**config.mk**
```make
export PLATFORM = sky130hd
export DESIGN_NAME = pipe_hazard_ctrl
export DESIGN_NICKNAME = d
export VERILOG_FILES = /design/src/rtl/pipe_hazard_ctrl.sv
export SDC_FILE = /design/constraint.sdc
export NUM_CORES = 1
export LEC_CHECK = 0
export CAP_MARGIN = 5
export CORE_MARGIN = 2
export CORE_UTILIZATION = 42
export CTS_CLUSTER_SIZE = 16
export DETAILED_ROUTE_END_ITERATION = 8
export GPL_TIMING_DRIVEN = 1
export HOLD_SLACK_MARGIN = 0.12
export PLACE_DENSITY = 0.86
export SLEW_MARGIN = 30
export SYNTH_ARGS = -nofsm -noshare
export SYNTH_HDL_FRONTEND = slang
export SYNTH_SLANG_ARGS = --single-unit
```
**constraint.sdc**
```tcl
create_clock -name clk -period 7 [get_ports clk]
set_clock_uncertainty 0.2 [all_clocks]
set_input_delay 1.4 -clock clk [delete_from_list [all_inputs] [get_ports clk]]
set_output_delay 1.4 -clock clk [all_outputs]
set_load 0.01 [all_outputs]
```
**src/rtl/pipe_hazard_ctrl.sv**
```systemverilog
// Pipeline hazard and redirect controller: load-use detection, per-stage stall
// resolution, jump redirect with ROM refill bubbles, and saturating perf counters.
module pipe_hazard_ctrl #(
    parameter int unsigned NUM_STAGES     = 5,
    parameter int unsigned EX_STAGE       = 2,
    parameter int unsigned ADDR_WIDTH     = 32,
    parameter int unsigned REG_ADDR_WIDTH = 5,
    parameter int unsigned ROM_LAT        = 0,
    parameter int unsigned CNT_WIDTH      = 16
) (
    input  logic                      clk,
    input  logic                      rst_n,
    input  logic                      jump_en_i,
    input  logic [ADDR_WIDTH-1:0]     jump_addr_i,
    input  logic                      ex_is_load_i,
    input  logic [REG_ADDR_WIDTH-1:0] ex_rd_addr_i,
    input  logic [REG_ADDR_WIDTH-1:0] id_rs1_addr_i,
    input  logic [REG_ADDR_WIDTH-1:0] id_rs2_addr_i,
    input  logic                      id_rs1_used_i,
    input  logic                      id_rs2_used_i,
    input  logic [NUM_STAGES-1:0]     ext_stall_req_i,
    output logic [NUM_STAGES-1:0]     stall_o,
    output logic [NUM_STAGES-1:0]     flush_o,
    output logic                      pc_jump_en_o,
    output logic [ADDR_WIDTH-1:0]     pc_jump_addr_o,
    output logic [CNT_WIDTH-1:0]      stall_cnt_o,
    output logic [CNT_WIDTH-1:0]      flush_cnt_o
);
    localparam int unsigned RCNT_WIDTH = 4;

    generate
        if (NUM_STAGES < 3) begin : g_bad_num_stages
            $fatal(1, "pipe_hazard_ctrl: NUM_STAGES must be >= 3");
        end
        if (EX_STAGE == 0 || EX_STAGE >= NUM_STAGES) begin : g_bad_ex_stage
            $fatal(1, "pipe_hazard_ctrl: EX_STAGE must be in 1..NUM_STAGES-1");
        end
        if (ROM_LAT > 15) begin : g_bad_rom_lat
            $fatal(1, "pipe_hazard_ctrl: ROM_LAT must be in 0..15");
        end
    endgenerate

    typedef enum logic {
        ST_RUN    = 1'b0,
        ST_REFILL = 1'b1
    } state_e;

    state_e                  state_q, state_d;
    logic [RCNT_WIDTH-1:0]   rcnt_q, rcnt_d;
    logic [CNT_WIDTH-1:0]    stall_cnt_q, stall_cnt_d;
    logic [CNT_WIDTH-1:0]    flush_cnt_q, flush_cnt_d;

    logic                    lu;
    logic                    jump_ok;
    logic [NUM_STAGES-1:0]   req;
    logic [NUM_STAGES-1:0]   stall;
    logic [NUM_STAGES-1:0]   flush;

    // Hazard resolution, redirect outputs and next-state logic.
    always_comb begin
        lu = ex_is_load_i && (ex_rd_addr_i != '0) &&
             ((id_rs1_used_i && (id_rs1_addr_i == ex_rd_addr_i)) ||
              (id_rs2_used_i && (id_rs2_addr_i == ex_rd_addr_i)));
        req = ext_stall_req_i;
        req[EX_STAGE-1] = req[EX_STAGE-1] | lu;

        jump_ok = jump_en_i;
        for (int unsigned k = EX_STAGE; k < NUM_STAGES; k++) begin
            if (req[k]) jump_ok = 1'b0;
        end

        // Highest requesting stage holds itself and everything upstream.
        for (int unsigned k = 0; k < NUM_STAGES; k++) begin
            stall[k] = |(req >> k);
        end
        flush = '0;
        for (int unsigned k = 1; k < NUM_STAGES; k++) begin
            flush[k] = stall[k-1] & ~stall[k];
        end

        pc_jump_en_o   = 1'b0;
        pc_jump_addr_o = '0;
        if (jump_ok) begin
            pc_jump_en_o   = 1'b1;
            pc_jump_addr_o = jump_addr_i;
            for (int unsigned k = 0; k < EX_STAGE; k++) stall[k] = 1'b0;
            for (int unsigned k = 1; k <= EX_STAGE; k++) flush[k] = 1'b1;
        end

        if (state_q == ST_REFILL && !stall[1]) flush[1] = 1'b1;

        stall_o = stall;
        flush_o = flush;

        state_d = state_q;
        rcnt_d  = rcnt_q;
        case (state_q)
            ST_RUN: begin
                if (jump_ok && ROM_LAT != 0) begin
                    state_d = ST_REFILL;
                    rcnt_d  = RCNT_WIDTH'(ROM_LAT);
                end
            end
            ST_REFILL: begin
                if (jump_ok) begin
                    rcnt_d = RCNT_WIDTH'(ROM_LAT);
                end else if (!stall[1]) begin
                    rcnt_d = rcnt_q - RCNT_WIDTH'(1);
                    if (rcnt_q == RCNT_WIDTH'(1)) state_d = ST_RUN;
                end
            end
            default: state_d = ST_RUN;
        endcase

        stall_cnt_d = stall_cnt_q;
        if (stall[0] && stall_cnt_q != '1) stall_cnt_d = stall_cnt_q + CNT_WIDTH'(1);
        flush_cnt_d = flush_cnt_q;
        if (jump_ok && flush_cnt_q != '1) flush_cnt_d = flush_cnt_q + CNT_WIDTH'(1);
    end

    always_ff @(posedge clk) begin
        if (rst_n) begin
            state_q     <= ST_RUN;
            rcnt_q      <= '0;
            stall_cnt_q <= '0;
            flush_cnt_q <= '0;
        end else begin
            state_q     <= state_d;
            rcnt_q      <= rcnt_d;
            stall_cnt_q <= stall_cnt_d;
            flush_cnt_q <= flush_cnt_d;
        end
    end

    assign stall_cnt_o = stall_cnt_q;
    assign flush_cnt_o = flush_cnt_q;

endmodule
```
# [Word level (Yosys, flattened, before mapping)]
# Cells that the tools add are included.
[classes] bitwise=10 addsub=3 n_reduce_logical=16 n_eq_ne=6 n_mux=13
[ops] op="16-bit by 1-bit adder with 16-bit output, second input constant" count=2
[ops] op="32-bit two-way mux" count=1
[ops] op="16-bit inequality test, second input constant" count=2
[ops] op="5-bit == test" count=2
[ops] op="1-bit two-way mux" count=8
[ops] op="4-bit two-way mux" count=2
[ops] op="1-bit logical AND" count=7
[ops] op="1-bit inverter" count=5
[ops] op="5-bit nonzero test" count=1
[ops] op="5-bit OR reduction" count=1
[ops] op="1-bit AND" count=4
[ops] op="4-bit by 1-bit == test with 1-bit output, second input constant" count=1
[ops] op="2-bit two-way mux" count=2
[ops] op="2-bit OR reduction" count=2
[ops] op="4-bit OR reduction" count=1
[ops] op="4-bit by 1-bit subtractor with 4-bit output, second input constant" count=1
[ops] op="3-bit OR reduction" count=1
[ops] op="2-bit by 1-bit inequality test with 1-bit output, second input constant" count=1
[ops] op="2-bit AND reduction" count=1
[ops] op="1-bit logical NOT" count=1
[ops] op="1-bit logical OR" count=1
[ops] op="1-bit bitwise OR" count=1
[word_totals] output_inout_bits=75 ff_bits=37 elab_cells=52

# [Depth between registers and ports, before layout]
[depth] word_depth=10 mapped_depth=9 depth_no_buf=6

# [Worst setup path after synthesis]
# OpenSTA, ideal clock, no wires.
[synth_timing] kind="input port to output port" start="input port ex_rd_addr_i[1]" end="output port stall_o[0]" t_arrival_ps=2895 slack_ps=2505 stages=6 path_buffers=2 cell_sequence="or4_1 -> o21a_2 -> a2111oi_4 -> buf_6 -> buf_6 -> nor2_1"
[synth_via] elab_chain_len=7 word_cells_on_any_way=11 classes_between="eq/ne: 2; mux: 1; bitwise: 1; reduce/logical: 7"
[synth_rtl] item="start, declared" line="16" text="input logic [REG_ADDR_WIDTH-1:0] ex_rd_addr_i,"
[synth_rtl] item="5-bit == test, on equally long branches" line="62, 63"
[synth_rtl] item="1-bit logical AND, on equally long branches" line="62, 63"
[synth_rtl] item="1-bit logical OR" line="62" text="((id_rs1_used_i && (id_rs1_addr_i == ex_rd_addr_i)) ||"
[synth_rtl] item="1-bit logical AND (*)" line="61" text="lu = ex_is_load_i && (ex_rd_addr_i != '0) &&"
[synth_rtl] item="1-bit bitwise OR (*)" line="65" text="req[EX_STAGE-1] = req[EX_STAGE-1] | lu;"
[synth_rtl] item="5-bit OR reduction (*)" line="74" text="stall[k] = |(req >> k);"
[synth_rtl] item="2-bit two-way mux (*)" line="83" text="if (jump_ok) begin"
[synth_rtl] item="end, declared" line="22" text="output logic [NUM_STAGES-1:0] stall_o,"
# Every way passes the cells marked *; elsewhere a longest branch is shown, timed or not.

# [Worst setup path in the final report]
[layout_timing] start="input port ex_rd_addr_i[2]" end="output port flush_o[1]"
[layout_via] elab_chain_len=10 word_cells_on_any_way=18 classes_between="eq/ne: 2; mux: 3; bitwise: 3; reduce/logical: 10"
[layout_rtl] item="5-bit == test, on equally long branches" line="62, 63"
[layout_rtl] item="1-bit logical AND, on equally long branches" line="62, 63"
[layout_rtl] item="1-bit logical OR" line="62"
[layout_rtl] item="1-bit logical AND (*)" line="61"
[layout_rtl] item="1-bit bitwise OR (*)" line="65"
[layout_rtl] item="4-bit OR reduction" line="74"
[layout_rtl] item="1-bit inverter / 2-bit two-way mux (equally long branches)" line="78, 83"
[layout_rtl] item="1-bit AND / 1-bit logical NOT (equally long branches)"
[layout_rtl] item="2-bit two-way mux / 1-bit logical AND (equally long branches)" line="83, 90"
[layout_rtl] item="1-bit two-way mux (*)" line="90" text="if (state_q == ST_REFILL && !stall[1]) flush[1] = 1'b1;"
[layout_rtl] item="end, declared" line="23" text="output logic [NUM_STAGES-1:0] flush_o,"
# Marked as above.

==> flow_summary_export.csv <==
group,metric,value,unit
layout,fillers,464,
synthesis,synthesis.instances,282,
sta,rsz0062_at_grt,"false",
sta,min_period,5616,ps
sta,hold_viol,0,
floorplan,core_area,5439,um2
pwr,p_per_area,119.5,nW/um2
detailed_routing,dr.pass1.iters,4,
synthesis,yosysSeqAreaShare,0.3186,
clock_network,insertion_delay,280,ps
synthesis,ys_warn_count,0,
clock_network,cts_hold_buf,0,
flow_run,drv_cap,0,
sta,worstMarginPinSlew,816.0,ps
layout,final_nets,465,
layout,fin_util,0.6885,
detailed_routing,drt_wl_total,7056,um
placed_design,port_buffers,131,
pwr,ir_drop,0.0001164,V
synthesis,ys.flop_type,"dfxtp_1",
synthesis,syn_nets,344,
sta,slew_violations,0,
synthesis,synth_seq_cells,37,
global_routing,antenna_found_initial,0,
placed_design,placed_area,3659,um2
synthesis,avgSynthCellArea,8.244,um2
floorplan,dieArea,6147,um2
synthesis,yosysUniqueCellTypes,46,
floorplan,ios,133,
clock_network,numClockSinks,37,
global_routing,grt_max_degree,44,
floorplan,floorplan.initialDensity,0.4274,
global_routing,gr-total-overflow,0,
placed_design,dp_cells,468,
floorplan,die_y,78.40,um
sta,fin_crit_sh,0.8023,
clock_network,htree_levels,2,
layout,final_common_cell,"clkdlybuf4s50_1",
status,outcome,"finished, final reports clean",
detailed_routing,ant_nets,0,
setup_path,crit_required,5400,ps
clock_network,ctsResizeCount,0,
layout,mostFrequentLayoutCells,"clkdlybuf4s50_1, and3_1, dfxtp_1, nor2_1, nand4_1",
floorplan,rows,27,
synthesis,postSynth.asyncResetShare,0,
clock_network,cts-buffers-inserted,5,
layout,multi_input_area,1456,um2
pwr,leakage,1.440,nW
layout,final_cell_area,3745,um2
detailed_routing,via_per_inst,5.307,
clock_network,cts_buffer_depth,2,
synthesis,synth_edf_count,0,
global_routing,grt_pass1_wl,10910,um
layout,layout.area.seq,740.7,um2
clock_network,path_clk_slew,70,ps
sta,maxSlewHeadroom,0.4547,
sta,finalSetupTns,0,ps
setup_path,critPathLaunchType,"input pin",
setup_path,endpoint_kind,"primary output",
placed_design,hpwl,5257,um
detailed_routing,drtIter0Drc,131,
layout,final_cells,475,
setup_path,critPathKind,"input pin to primary output",
layout,drive_gt1_frac,0.06203,
setup_path,critPathMaxFanout,10,
synthesis,synth.area.top_cells,"dfxtp_1, and3_1, xor2_1",
global_routing,track_usage,0.2173,
placed_design,gp_congestion,0.8004,
clock_network,post_cts_buffers,0,
synthesis,synth_top_area_share,0.3186,
floorplan,die_w,78.40,um
setup_path,r2r_setup_slack,4450,ps
detailed_routing,post_drt_wl_per_cell,14.85,um
layout,areaGrowthSynthToFinish,61.09,%
detailed_routing,num_vias,2521,
clock_network,root_buffer,"clkbuf_8",
layout,diodes,0,
global_routing,grt_pass1_vias,2274,
setup_path,critPathArrivalTime,4020,ps
worst_hold_path,min_path_type,"register to register",
detailed_routing,drc_errors,0,
synthesis,synth_area_leader_cell,"dfxtp_1",
clock_network,cts_tree,"done",
sta,clock.fmax,178.1,MHz
sta,setup_violations,0,
synthesis,syn-cell-area,2325,um2
-- power breakdown --
part	internal (mW)	leakage [nW]	total, mW	switching [mW]
clock network	0.0781	0.0443	0.147	0.0689
logic	0.0520	1.10	0.0854	0.0334
registers	0.213	0.299	0.215	0.00275
total	0.343	1.44	0.448	0.105
-- Yosys cell counts (2+ instances only) --
library cell and number:
nor2_1 26, xnor2_1 12, buf_1 3, o31ai_1 13, xor2_1 13, a21oi_1 13
nor2b_1 5, and4_1 4, o21ai_0 2, nand2b_1 2, nor3_2 2, dfxtp_1 37
inv_1 8, nand2_1 14, nand4_1 16, nor3_1 2, buf_6 2, or4_1 12
ha_1 4, clkbuf_1 13, mux2_4 3, buf_4 2, and3_1 42, nand3_1 10
-- cells by family (layout without fill, tap and decap cells) --
group	Yosys count	after routing	share of synthesized area
multiplexers	4	4	0.02368
flip-flops	37	37	0.3186
other	1	1	0.001613
XOR/XNOR	25	25	0.09419
AND/OR/NAND/NOR	140	140	0.3461
adder cells (fa/ha/maj)	4	4	0.02153
AO/OA/AOI/OAI	42	42	0.1373
buffers and inverters	29	150	0.05705
-- through the flow --
step                setup WS (ps)  hold WS, ps  total power, mW
floorplan                    2506        275.7           0.2505
global placement             1401        276.2           0.3027
detailed placement           1391        283.6           0.3052
CTS                          1387        292.3           0.4496
global route                 1257        310.6           0.4666
finish                       1384        290.7           0.4477
-- sequential cells by signal, indices dropped and copies added (netlist names) --
register,count
rcnt_q,4
flush_cnt_o,16
stall_cnt_o,16
state_q,1
-- worst max-delay path: stages --
cell	delay (ps)
clkdlybuf4s50_1	490
or4_1	530
o21a_2	240
a211oi_2	540
o21ai_0	170
nand2_1	100
clkdlybuf4s50_1	550
-- path summary, 6_finish.rpt --
check | startpoint | end | cells after the start
worst max-delay path | ex_rd_addr_i[2] | flush_o[1] | 7
worst min register to register | stall_cnt_o[7] | stall_cnt_o[7] | 2
worst max register to register | stall_cnt_o[0] | stall_cnt_o[6] | 6
worst min-delay path | stall_cnt_o[7] | stall_cnt_o[7] | 2
-- layout make-up --
type | instances | share of cell area
timing repair buffer | 135 | 0.3582
clock buffer | 7 | 0.02305
inverter | 8 | 0.008019
multi-input combinational | 216 | 0.3889
sequential | 37 | 0.1978
tap | 72 | 0.02406
-- per-layer routing --
layer,part of all wire,global-route usage,vias up,routed length [um]
li1,-,-,1269,-
met1,0.43,0.2759,1180,3055
met2,0.49,0.3621,64,3486
met3,0.062,0.06552,8,436
met4,0.011,0.05088,0,78
met5,0,0,-,0
No activity file was read; power rests on OpenSTA's default activity.
